===== src/rtl/buffer_id_ex.sv =====
// ID/EX pipeline register for the FPU: operands, destination address, op flags, valid.
// Optional build macro IDEX_FLAG_CHECK_EN turns illegal flag patterns into flagged bubbles.
module buffer_id_ex #(
    parameter int DSIZE = 32,
    parameter int ASIZE = 5
) (
    input  logic             clk,
    input  logic             rst_n,
    input  logic [DSIZE-1:0] RLeftIn,
    input  logic [DSIZE-1:0] RRightIn,
    input  logic [ASIZE-1:0] RDAddressIn,
    input  logic [3:0]       FlagsIn,
    input  logic             ValidIn,
    input  logic             Stall,
    input  logic             Flush,
    output logic [DSIZE-1:0] RLeftOut,
    output logic [DSIZE-1:0] RRightOut,
    output logic [ASIZE-1:0] RDAddressOut,
    output logic [3:0]       FlagsOut,
    output logic             ValidOut,
    output logic             FlagErr
);

    logic [3:0] flagsCap;
    logic       validCap;
    logic       errCap;

`ifdef IDEX_FLAG_CHECK_EN
    logic flagsOneHot;
    logic flagsLegal;

    // An all-zero flag field is only acceptable on a bubble.
    always_comb begin
        flagsOneHot = (FlagsIn != 4'd0) && ((FlagsIn & (FlagsIn - 4'd1)) == 4'd0);
        flagsLegal  = flagsOneHot || ((FlagsIn == 4'd0) && !ValidIn);
        flagsCap    = flagsLegal ? FlagsIn : 4'd0;
        validCap    = flagsLegal ? ValidIn : 1'b0;
        errCap      = !flagsLegal;
    end
`else
    always_comb begin
        flagsCap = FlagsIn;
        validCap = ValidIn;
        errCap   = 1'b0;
    end
`endif

    // Flush outranks Stall so a stalled slot can still be squashed.
    always_ff @(posedge clk or negedge rst_n) begin
        if (!rst_n) begin
            RLeftOut     <= '0;
            RRightOut    <= '0;
            RDAddressOut <= '0;
            FlagsOut     <= '0;
            ValidOut     <= 1'b0;
            FlagErr      <= 1'b0;
        end else if (Flush) begin
            RLeftOut     <= '0;
            RRightOut    <= '0;
            RDAddressOut <= '0;
            FlagsOut     <= '0;
            ValidOut     <= 1'b0;
            FlagErr      <= 1'b0;
        end else if (!Stall) begin
            RLeftOut     <= RLeftIn;
            RRightOut    <= RRightIn;
            RDAddressOut <= RDAddressIn;
            FlagsOut     <= flagsCap;
            ValidOut     <= validCap;
            FlagErr      <= errCap;
        end
    end

endmodule


===== config.mk =====
export PLATFORM = sky130hd
export DESIGN_NAME = buffer_id_ex
export DESIGN_NICKNAME = d
export VERILOG_FILES = /design/src/rtl/buffer_id_ex.sv
export SDC_FILE = /design/constraint.sdc
export NUM_CORES = 1
export LEC_CHECK = 0
export CAP_MARGIN = 20
export CORE_AREA = 2 2 91 93
export DETAILED_ROUTE_END_ITERATION = 8
export DIE_AREA = 0 0 93 95
export PLACE_DENSITY = 0.79
export REMOVE_ABC_BUFFERS = 1
export SETUP_SLACK_MARGIN = 0.02
export SYNTH_ARGS = -nofsm -noshare
export SYNTH_HDL_FRONTEND = slang
export SYNTH_SLANG_ARGS = --single-unit

===== constraint.sdc =====
create_clock -name clk -period 0.8 [get_ports clk]
set_input_delay 0.08 -clock clk [delete_from_list [all_inputs] [get_ports clk]]
set_output_delay 0.08 -clock clk [all_outputs]
set_load 0.03 [all_outputs]

==> impl_results.html, run 1 <==
<table>
<tr><th>Metric</th><th>Value</th></tr>
<tr><th colspan="2">Run</th></tr>
<tr><td>Number of max-cap violations</td><td>0</td></tr>
<tr><th colspan="2">Critical path</th></tr>
<tr><td>Endpoint of the worst-slack reg-to-reg timing path</td><td>RRightOut[10]$_DFFE_PN0P_</td></tr>
<tr><td>CP startpoint kind</td><td>register</td></tr>
<tr><td>Worst Path Max Fanout</td><td>2</td></tr>
<tr><td>List of cells traversed by the critical path</td><td>buf_6</td></tr>
<tr><td>R2r worst-path depth</td><td>3</td></tr>
<tr><td>Register-to-register setup slack</td><td>-0.07 ns</td></tr>
<tr><td>Worst reg2reg path startpoint</td><td>RRightOut[10]$_DFFE_PN0P_</td></tr>
<tr><td>Critical Setup Path Class</td><td>register to output pin</td></tr>
<tr><td>Worst-path cell with the longest stage delay</td><td>dfrtp_1</td></tr>
<tr><td>Critical path arrival</td><td>0.90 ns</td></tr>
<tr><td>Required time of the worst setup path</td><td>0.72 ns</td></tr>
<tr><td>Longest individual stage delay on the worst path</td><td>0.41 ns</td></tr>
<tr><td>Buffers plus inverters on the worst setup path</td><td>1</td></tr>
<tr><td>Kind of cell adding the most delay to the critical path</td><td>flip-flops</td></tr>
<tr><td>CP Capture Type</td><td>output pin</td></tr>
<tr><th colspan="2">Power and ir drop</th></tr>
<tr><td>Worst-case vdd ir drop</td><td>0.870 mV</td></tr>
<tr><td>Power density cells</td><td>1850 nW/um2</td></tr>
<tr><td>Leakage power of the design</td><td>0.00268 uW</td></tr>
<tr><th colspan="2">Global routing</th></tr>
<tr><td>Largest net degree at the start of global routing</td><td>40</td></tr>
<tr><td>Global routing usage summed across all routing layers</td><td>0.174</td></tr>
<tr><td>Initial antenna violation count</td><td>0</td></tr>
<tr><td>First-pass GRT wire length</td><td>12000 um</td></tr>
<tr><td>Aggregate global routing overflow</td><td>0</td></tr>
<tr><td>Via count of the first global-routing pass</td><td>2428</td></tr>
<tr><th colspan="2">STA</th></tr>
<tr><td>Pins Over Slew Limit</td><td>0</td></tr>
<tr><td>Summed negative setup slack over all endpoints</td><td>-12.58 ns</td></tr>
<tr><td>RSZ-0062 raised after global routing</td><td>yes</td></tr>
<tr><td>Setup-violating endpoint count in the final report</td><td>106</td></tr>
<tr><td>Least setup slack across all paths after layout</td><td>-0.180 ns</td></tr>
<tr><td>Post-layout minimum cycle time</td><td>0.980 ns</td></tr>
<tr><td>Final hold slack</td><td>0.180 ns</td></tr>
<tr><td>Clk_skew</td><td>0 ns</td></tr>
<tr><td>Number of failing hold endpoints at the final stage</td><td>0</td></tr>
<tr><td>Fmax</td><td>1.02 GHz</td></tr>
<tr><td>Ratio of final minimum period to clock period</td><td>1.23</td></tr>
<tr><th colspan="2">Worst hold path</th></tr>
<tr><td>Worst hold path cell count</td><td>3</td></tr>
<tr><td>Hold WC Path Type</td><td>primary input to register</td></tr>
<tr><td>Worst Hold Path EP</td><td>RLeftOut[4]$_DFFE_PN0P_</td></tr>
<tr><td>Launch point of the worst hold path</td><td>Flush</td></tr>
<tr><th colspan="2">CTS</th></tr>
<tr><td>Clock-pin slew reported for the worst setup and hold paths after clock tree synthesis</td><td>0.08 ns</td></tr>
<tr><td>CTS tree</td><td>built</td></tr>
<tr><td>CTS max path bufs</td><td>2</td></tr>
<tr><td>Clock sink total</td><td>74</td></tr>
<tr><td>Worst-Skew Late Latency</td><td>0.33 ns</td></tr>
<tr><td>Clock root cell</td><td>clkbuf_8</td></tr>
<tr><td># H-tree levels</td><td>3</td></tr>
<tr><td>TritonCTS Buffers</td><td>9</td></tr>
<tr><th colspan="2">Detailed routing</th></tr>
<tr><td>Count of antenna-violating nets left after detailed routing</td><td>0</td></tr>
<tr><td>Count of TritonRoute iterations in the first routing pass</td><td>4</td></tr>
<tr><td>Total number of vias</td><td>2444</td></tr>
<tr><td>Routed wirelength normalized by instance count</td><td>14.6 um</td></tr>
<tr><td>Vias per std cell</td><td>4.55</td></tr>
<tr><td>Routed Wire Length</td><td>7830 um</td></tr>
<tr><td>DR DRC count</td><td>0</td></tr>
<tr><td>1st-iter DRT viols</td><td>60</td></tr>
<tr><th colspan="2">Finish</th></tr>
<tr><td>Post-layout instance count excluding filler cells</td><td>537</td></tr>
<tr><td>Final-stage net count</td><td>505</td></tr>
<tr><td>Final design area excluding fillers</td><td>5290 um2</td></tr>
<tr><td>Fraction of layout cells with a size suffix above 1</td><td>0.317</td></tr>
<tr><td>Total inserted antenna cells</td><td>0</td></tr>
<tr><td>Commonest non-fill, non-tap cells in the layout</td><td>buf_6, dfrtp_1, nor2_1, clkdlybuf4s50_1, mux2i_1</td></tr>
<tr><td>Commonest non-fill, non-tap cell in the layout</td><td>buf_6</td></tr>
<tr><td>Area growth from synthesis to layout</td><td>73.3%</td></tr>
<tr><th colspan="2">Die</th></tr>
<tr><td>Rows</td><td>33</td></tr>
<tr><td>Chip Width</td><td>93 um</td></tr>
<tr><td>Die Height</td><td>95 um</td></tr>
<tr><td>Placeable core region</td><td>7930 um2</td></tr>
<tr><td>Effective utilization at floorplan</td><td>0.385</td></tr>
<tr><td>Area of the die</td><td>8840 um2</td></tr>
<tr><td>Count of pins on the block boundary</td><td>153</td></tr>
<tr><th colspan="2">Place</th></tr>
<tr><td>Port bufs</td><td>151</td></tr>
<tr><td>Placed cell areas</td><td>4450 um2</td></tr>
<tr><td>Setup slack after placement</td><td>-0.117 ns</td></tr>
<tr><td>RePlAce Congestion</td><td>0.728</td></tr>
<tr><td>Number of cells after detailed placement</td><td>486</td></tr>
<tr><td>Sum of net half-perimeters after detailed placement</td><td>5100 um</td></tr>
<tr><th colspan="2">Synthesis</th></tr>
<tr><td>Fraction of post-synthesis cell area in the top cell type by area</td><td>0.607</td></tr>
<tr><td>Leading cell types by total area after synthesis</td><td>dfrtp_1, mux2i_1, nor2_1</td></tr>
<tr><td>Average cell area after synthesis</td><td>12.7 um2</td></tr>
<tr><td>Cell taking the most area after synthesis</td><td>dfrtp_1</td></tr>
<tr><td>Synth Cell Area</td><td>3050 um2</td></tr>
<tr><td>Gate count after technology mapping</td><td>240</td></tr>
<tr><td>Number of distinct library cell variants in the gate-level netlist after synthesis</td><td>10</td></tr>
<tr><td>FF+latch count, synth</td><td>74</td></tr>
<tr><td>Number of synthesis warnings</td><td>0</td></tr>
<tr><td>Sequential share of the synthesized area</td><td>0.607</td></tr>
<tr><th colspan="2">Outcome</th></tr>
<tr><td>Result of the run</td><td>finished with violations</td></tr>
<tr><td>Failing checks</td><td>negative setup slack</td></tr>
</table>
per-layer routing:
layer	share of wire	wire (um)	GRT usage	up-vias
li1	-	-	-	1163
met2	0.52	4100	0.288	87
met1	0.41	3170	0.217	1184
met3	0.055	429	0.0471	10
met4	0.016	128	0.0674	0
met5	0	0	0	-
cell type report:
class,count,area (um2)
Clock buffer,12,155
Tap cell,105,131
Fill cell,606,2640
Multi-Input combinational cell,149,1040
Sequential cell,74,1850
Clock inverter,4,97.6
Timing Repair Buffer,193,2020
where the power goes:
part	total, uW	internal (uW)	switching, uW	leakage (uW)
combinational	2120	1130	987	0.00158
sequential	4110	3950	163	0.000982
clock	3580	2250	1330	0.000123
worst min-delay path, stage by stage:
cell	delay [ns]
buf_2	0.13
buf_12	0.20
nor2_1	0.06
state kept, by name (all words and copies together) (netlist names):
name          flops
RRightOut        32
ValidOut          1
FlagsOut          4
RLeftOut         32
RDAddressOut      5
worst max-delay path by stage:
stage,startpoint,to,slack (ns),cells after the start
after floorplan,FlagsOut[0]$_DFFE_PN0P_,FlagsOut[0]$_DFFE_PN0P_,0.005,2
after global placement,Stall,RLeftOut[24]$_DFFE_PN0P_,-0.07,4
after detailed placement,Stall,RRightOut[10]$_DFFE_PN0P_,-0.12,4
after CTS,RLeftOut[2]$_DFFE_PN0P_,RLeftOut[2],-0.19,1
after global routing,RLeftOut[2]$_DFFE_PN0P_,RLeftOut[2],-0.22,1
final,RLeftOut[2]$_DFFE_PN0P_,RLeftOut[2],-0.18,1
cell families after synthesis:
logic type,synth area share
simple gates,0.0910
buf+inv,0.0582
flops,0.607
mux,0.243
other cells,0.00123
metrics by stage:
step | util | power [uW]
after floorplan | - | 4880
after global routing | 0.667 | 10300
after global placement | 0.561 | 5930
final | 0.667 | 9810
after detailed placement | 0.561 | 5960
after CTS | 0.645 | 9790
what timing repair did:
item,in CTS,in global routing
endpoints found under the hold margin,74,0
hold buffers,1,0
pin swaps,0,9
endpoints found under the setup margin,74,93
resized for setup,74,12
setup buffers,16,18
cells in the mapped netlist:
cell       n
clkbuf_1   1
buf_6      1
dfrtp_1   74
buf_4      2
conb_1     1
buf_12     6
buf_1      6
mux2i_1   74
buf_2      1
nor2_1    74
(Power assumes the default switching activity.)
==> run 2, diff against run 1 <==
- ABC_AREA: default -> 1
- CORE_AREA: 2 2 91 93 -> 2 2 90 92
- DIE_AREA: 0 0 93 95 -> 0 0 92 94
==> impl_results.html, run 2 <==
<table>
<tr><th>Metric</th><th>Value</th></tr>
<tr><th colspan="2">Die</th></tr>
<tr><td>Die Height</td><td>94 um (-1.1%)</td></tr>
<tr><td>Placeable core region</td><td>7610 um2 (-4.0%)</td></tr>
<tr><td>Chip Width</td><td>92 um (-1.1%)</td></tr>
<tr><td>Rows</td><td>32 (-3.0%)</td></tr>
<tr><td>Area of the die</td><td>8650 um2 (-2.1%)</td></tr>
<tr><td>Effective utilization at floorplan</td><td>0.385 (about the same)</td></tr>
<tr><td>Count of pins on the block boundary</td><td>153 (unchanged)</td></tr>
<tr><th colspan="2">STA</th></tr>
<tr><td>Ratio of final minimum period to clock period</td><td>1.22 (-0.00254)</td></tr>
<tr><td>Number of failing hold endpoints at the final stage</td><td>0 (unchanged)</td></tr>
<tr><td>Post-layout minimum cycle time</td><td>0.978 ns (-0.00203 ns)</td></tr>
<tr><td>Summed negative setup slack over all endpoints</td><td>-11.43 ns (+1.15 ns)</td></tr>
<tr><td>Clk_skew</td><td>0 ns (unchanged)</td></tr>
<tr><td>RSZ-0062 raised after global routing</td><td>yes</td></tr>
<tr><td>Pins Over Slew Limit</td><td>0 (unchanged)</td></tr>
<tr><td>Fmax</td><td>1.02 GHz (+0.21%)</td></tr>
<tr><td>Setup-violating endpoint count in the final report</td><td>75 (-29%)</td></tr>
<tr><td>Least setup slack across all paths after layout</td><td>-0.178 ns (+0.00203 ns)</td></tr>
<tr><th colspan="2">Synthesis</th></tr>
<tr><td>Simple logic cell fraction of the synthesized area</td><td>0.317 (+0.226)</td></tr>
<tr><td>Multiplexer share of the synthesized area</td><td>0 (-0.243)</td></tr>
<tr><td>Number of enable flip-flop cells after synthesis</td><td>0 (unchanged)</td></tr>
<tr><td>Sequential share of the synthesized area</td><td>0.632 (+0.0251)</td></tr>
<tr><td>Synth Cell Area</td><td>2930 um2 (-4.0%)</td></tr>
<tr><td>Adder-Cell Fraction of Synth Area</td><td>0 (unchanged)</td></tr>
<tr><td>Share of async-settable or async-resettable flops after synthesis</td><td>1.00 (unchanged)</td></tr>
<tr><td>Library cell with the highest instance count after synthesis</td><td>nand2_1</td></tr>
<tr><td>Dominant combinational cell family by area after synthesis</td><td>simple AND/OR/NAND/NOR gates</td></tr>
<tr><td>Leading cell types by total area after synthesis</td><td>dfrtp_1, nand2_1, nand3_1</td></tr>
<tr><td>Leading post-synthesis cells by instance count</td><td>nand2_1, dfrtp_1, nand3_1, buf_2, buf_4</td></tr>
<tr><td>Cell taking the most area after synthesis</td><td>dfrtp_1</td></tr>
<tr><td>Average cell area after synthesis</td><td>9.04 um2 (-29%)</td></tr>
<tr><td>Number of distinct library cell variants in the gate-level netlist after synthesis</td><td>9 (-1)</td></tr>
<tr><td>Most used DFF post-synth</td><td>dfrtp_1</td></tr>
<tr><td>Fraction of post-synthesis cell area in the top cell type by area</td><td>0.632 (+0.0251)</td></tr>
<tr><td>Synthesized-area fraction occupied by xor and xnor cells</td><td>0 (unchanged)</td></tr>
<tr><td>Synth Area in Compound Gates</td><td>0 (unchanged)</td></tr>
<tr><td>Number of synthesis warnings</td><td>0 (unchanged)</td></tr>
<tr><td>Gate count after technology mapping</td><td>324 (+35%)</td></tr>
<tr><td>FF+latch count, synth</td><td>74 (unchanged)</td></tr>
<tr><th colspan="2">Run</th></tr>
<tr><td>Number of max-cap violations</td><td>0 (unchanged)</td></tr>
<tr><th colspan="2">Detailed routing</th></tr>
<tr><td>Routed Wire Length</td><td>8990 um (+15%)</td></tr>
<tr><td>1st-iter DRT viols</td><td>106 (+77%)</td></tr>
<tr><td>Total number of vias</td><td>2899 (+19%)</td></tr>
<tr><td>Vias per std cell</td><td>4.74 (+4.1%)</td></tr>
<tr><td>Count of antenna-violating nets left after detailed routing</td><td>0 (unchanged)</td></tr>
<tr><td>Count of TritonRoute iterations in the first routing pass</td><td>4 (unchanged)</td></tr>
<tr><td>DR DRC count</td><td>0 (unchanged)</td></tr>
<tr><td>Routed wirelength normalized by instance count</td><td>14.7 um (+0.67%)</td></tr>
<tr><th colspan="2">CTS</th></tr>
<tr><td>Clock-pin slew reported for the worst setup and hold paths after clock tree synthesis</td><td>0.08 ns (about the same)</td></tr>
<tr><td>Clock root cell</td><td>clkbuf_8</td></tr>
<tr><td>Clock sink total</td><td>74 (unchanged)</td></tr>
<tr><td>TritonCTS Buffers</td><td>9 (unchanged)</td></tr>
<tr><td>CTS tree</td><td>built</td></tr>
<tr><td>Worst-Skew Late Latency</td><td>0.32 ns (about the same)</td></tr>
<tr><td>CTS max path bufs</td><td>2 (unchanged)</td></tr>
<tr><td># H-tree levels</td><td>3 (unchanged)</td></tr>
<tr><th colspan="2">Finish</th></tr>
<tr><td>Commonest non-fill, non-tap cell in the layout</td><td>nand2_1</td></tr>
<tr><td>Number of filler cells placed in the layout</td><td>560 (-7.6%)</td></tr>
<tr><td>Fraction of layout cells with a size suffix above 1</td><td>0.300 (-0.0171)</td></tr>
<tr><td>Commonest non-fill, non-tap cells in the layout</td><td>nand2_1, buf_6, dfrtp_1, clkdlybuf4s50_1, nand3_1</td></tr>
<tr><td>Total inserted antenna cells</td><td>0 (unchanged)</td></tr>
<tr><td>Regs by FF count</td><td>RLeftOut (32), RRightOut (32), RDAddressOut (5)</td></tr>
<tr><td>Area growth from synthesis to layout</td><td>83.3%</td></tr>
<tr><td>Share of the core filled with cells</td><td>0.706 (+0.0388)</td></tr>
<tr><td>Final design area excluding fillers</td><td>5370 um2 (+1.5%)</td></tr>
<tr><td>Final-stage net count</td><td>583 (+15%)</td></tr>
<tr><th colspan="2">Critical path</th></tr>
<tr><td>Longest individual stage delay on the worst path</td><td>0.41 ns (about the same)</td></tr>
<tr><td>Critical Setup Path Class</td><td>register to output pin</td></tr>
<tr><td>Worst Path Max Fanout</td><td>2 (unchanged)</td></tr>
<tr><td>Critical path arrival</td><td>0.90 ns (about the same)</td></tr>
<tr><td>CP startpoint kind</td><td>register</td></tr>
<tr><td>CP Capture Type</td><td>output pin</td></tr>
<tr><td>Buffers plus inverters on the worst setup path</td><td>1 (unchanged)</td></tr>
<tr><td>Required time of the worst setup path</td><td>0.72 ns (about the same)</td></tr>
<tr><td>Kind of cell adding the most delay to the critical path</td><td>flip-flops</td></tr>
<tr><td>List of cells traversed by the critical path</td><td>buf_6</td></tr>
<tr><td>Worst-path cell with the longest stage delay</td><td>dfrtp_1</td></tr>
<tr><th colspan="2">Global routing</th></tr>
<tr><td>First-pass GRT wire length</td><td>13600 um (+14%)</td></tr>
<tr><td>Global routing usage summed across all routing layers</td><td>0.201 (+0.0276)</td></tr>
<tr><td>Aggregate global routing overflow</td><td>0 (unchanged)</td></tr>
<tr><td>Initial antenna violation count</td><td>0 (unchanged)</td></tr>
<tr><td>Largest net degree at the start of global routing</td><td>42 (+5.0%)</td></tr>
<tr><td>Via count of the first global-routing pass</td><td>2773 (+14%)</td></tr>
<tr><th colspan="2">Power and ir drop</th></tr>
<tr><td>Power density cells</td><td>1740 nW/um2 (-6.0%)</td></tr>
<tr><td>Leakage power of the design</td><td>0.00278 uW (+3.6%)</td></tr>
<tr><td>Worst-case vdd ir drop</td><td>0.950 mV (+9.3%)</td></tr>
<tr><td>Overall power of the completed layout</td><td>9360 uW (-4.5%)</td></tr>
<tr><th colspan="2">Place</th></tr>
<tr><td>Placed cell areas</td><td>4430 um2 (-0.48%)</td></tr>
<tr><td>RePlAce Congestion</td><td>0.719 (-1.2%)</td></tr>
<tr><td>Port bufs</td><td>151 (unchanged)</td></tr>
<tr><td>Sum of net half-perimeters after detailed placement</td><td>5530 um (+8.4%)</td></tr>
<tr><th colspan="2">Outcome</th></tr>
<tr><td>Failing checks</td><td>negative setup slack</td></tr>
<tr><td>Result of the run</td><td>finished with violations</td></tr>
<tr><th colspan="2">Worst hold path</th></tr>
<tr><td>Hold WC Path Type</td><td>primary input to register</td></tr>
</table>
[run 2: changes by cell type after synthesis, sizes merged]
cell / change
buf: +6
clkbuf: +2
inv: +1
mux2i: -74
nand2: +148
nand3: +74
nor2: -73
[run 2: final cells by class]
cell class,instances,area [um2],area share
inverter,1,3.75,0.000699
clock inverter,5,77.6,0.0144
sequential,74,1850,0.345
multi-input combinational,224,1020,0.191
clock buffer,11,141,0.0263
tap,102,128,0.0238
timing repair buffer,195,2150,0.399
[run 2: path summary, 6_finish.rpt]
path,from,end,slack [ns],cells past startpoint
min,Stall,RRightOut[0]$_DFFE_PN0P_,0.25,4
max,RLeftOut[18]$_DFFE_PN0P_,RLeftOut[18],-0.18,1
max in group asynchronous,rst_n,FlagsOut[2]$_DFFE_PN0P_,0.32,3
max reg2reg,RLeftOut[26]$_DFFE_PN0P_,RLeftOut[26]$_DFFE_PN0P_,-0.05,4
min reg2reg,RLeftOut[3]$_DFFE_PN0P_,RLeftOut[3]$_DFFE_PN0P_,0.53,2
min in group asynchronous,rst_n,RLeftOut[5]$_DFFE_PN0P_,0.28,3
[run 2: power by group]
group	switching [uW]	internal [uW]
Sequential	172	3950
Clock	1310	1830
Combinational	1020	1080
Total	2500	6860
[run 2: metal layers]
metal / global-route usage / wire length, um
met5: 0 / 0
met4: 0.0734 / 102
met3: 0.0409 / 505
met2: 0.327 / 4630
met1: 0.269 / 3750
[run 2: kinds of logic after synthesis]
logic type,after synthesis
buffers and inverters,26
and+or+nand+nor,223
other,1
DFF,74
[run 2: through the flow]
stage	cells	hold WS, ns	setup WS [ns]
3_5_place_dp	560	0.0737	-0.393
4_1_cts	596	0.247	-0.194
5_1_grt	612	0.264	-0.219
3_3_place_gp	560	0.0625	-0.361
6_report	612	0.251	-0.178
2_1_floorplan	299	-0.216	-1.74
[run 2: repair_timing]
action / CTS / global route
hold buffers: 1 / 0
setup endpoints to repair: 148 / 88
resized for setup: 74 / 26
pin swaps: 2 / 19
buffers inserted: 17 / 18
cloned: 2 / 0
endpoints found under the hold margin: 74 / 0
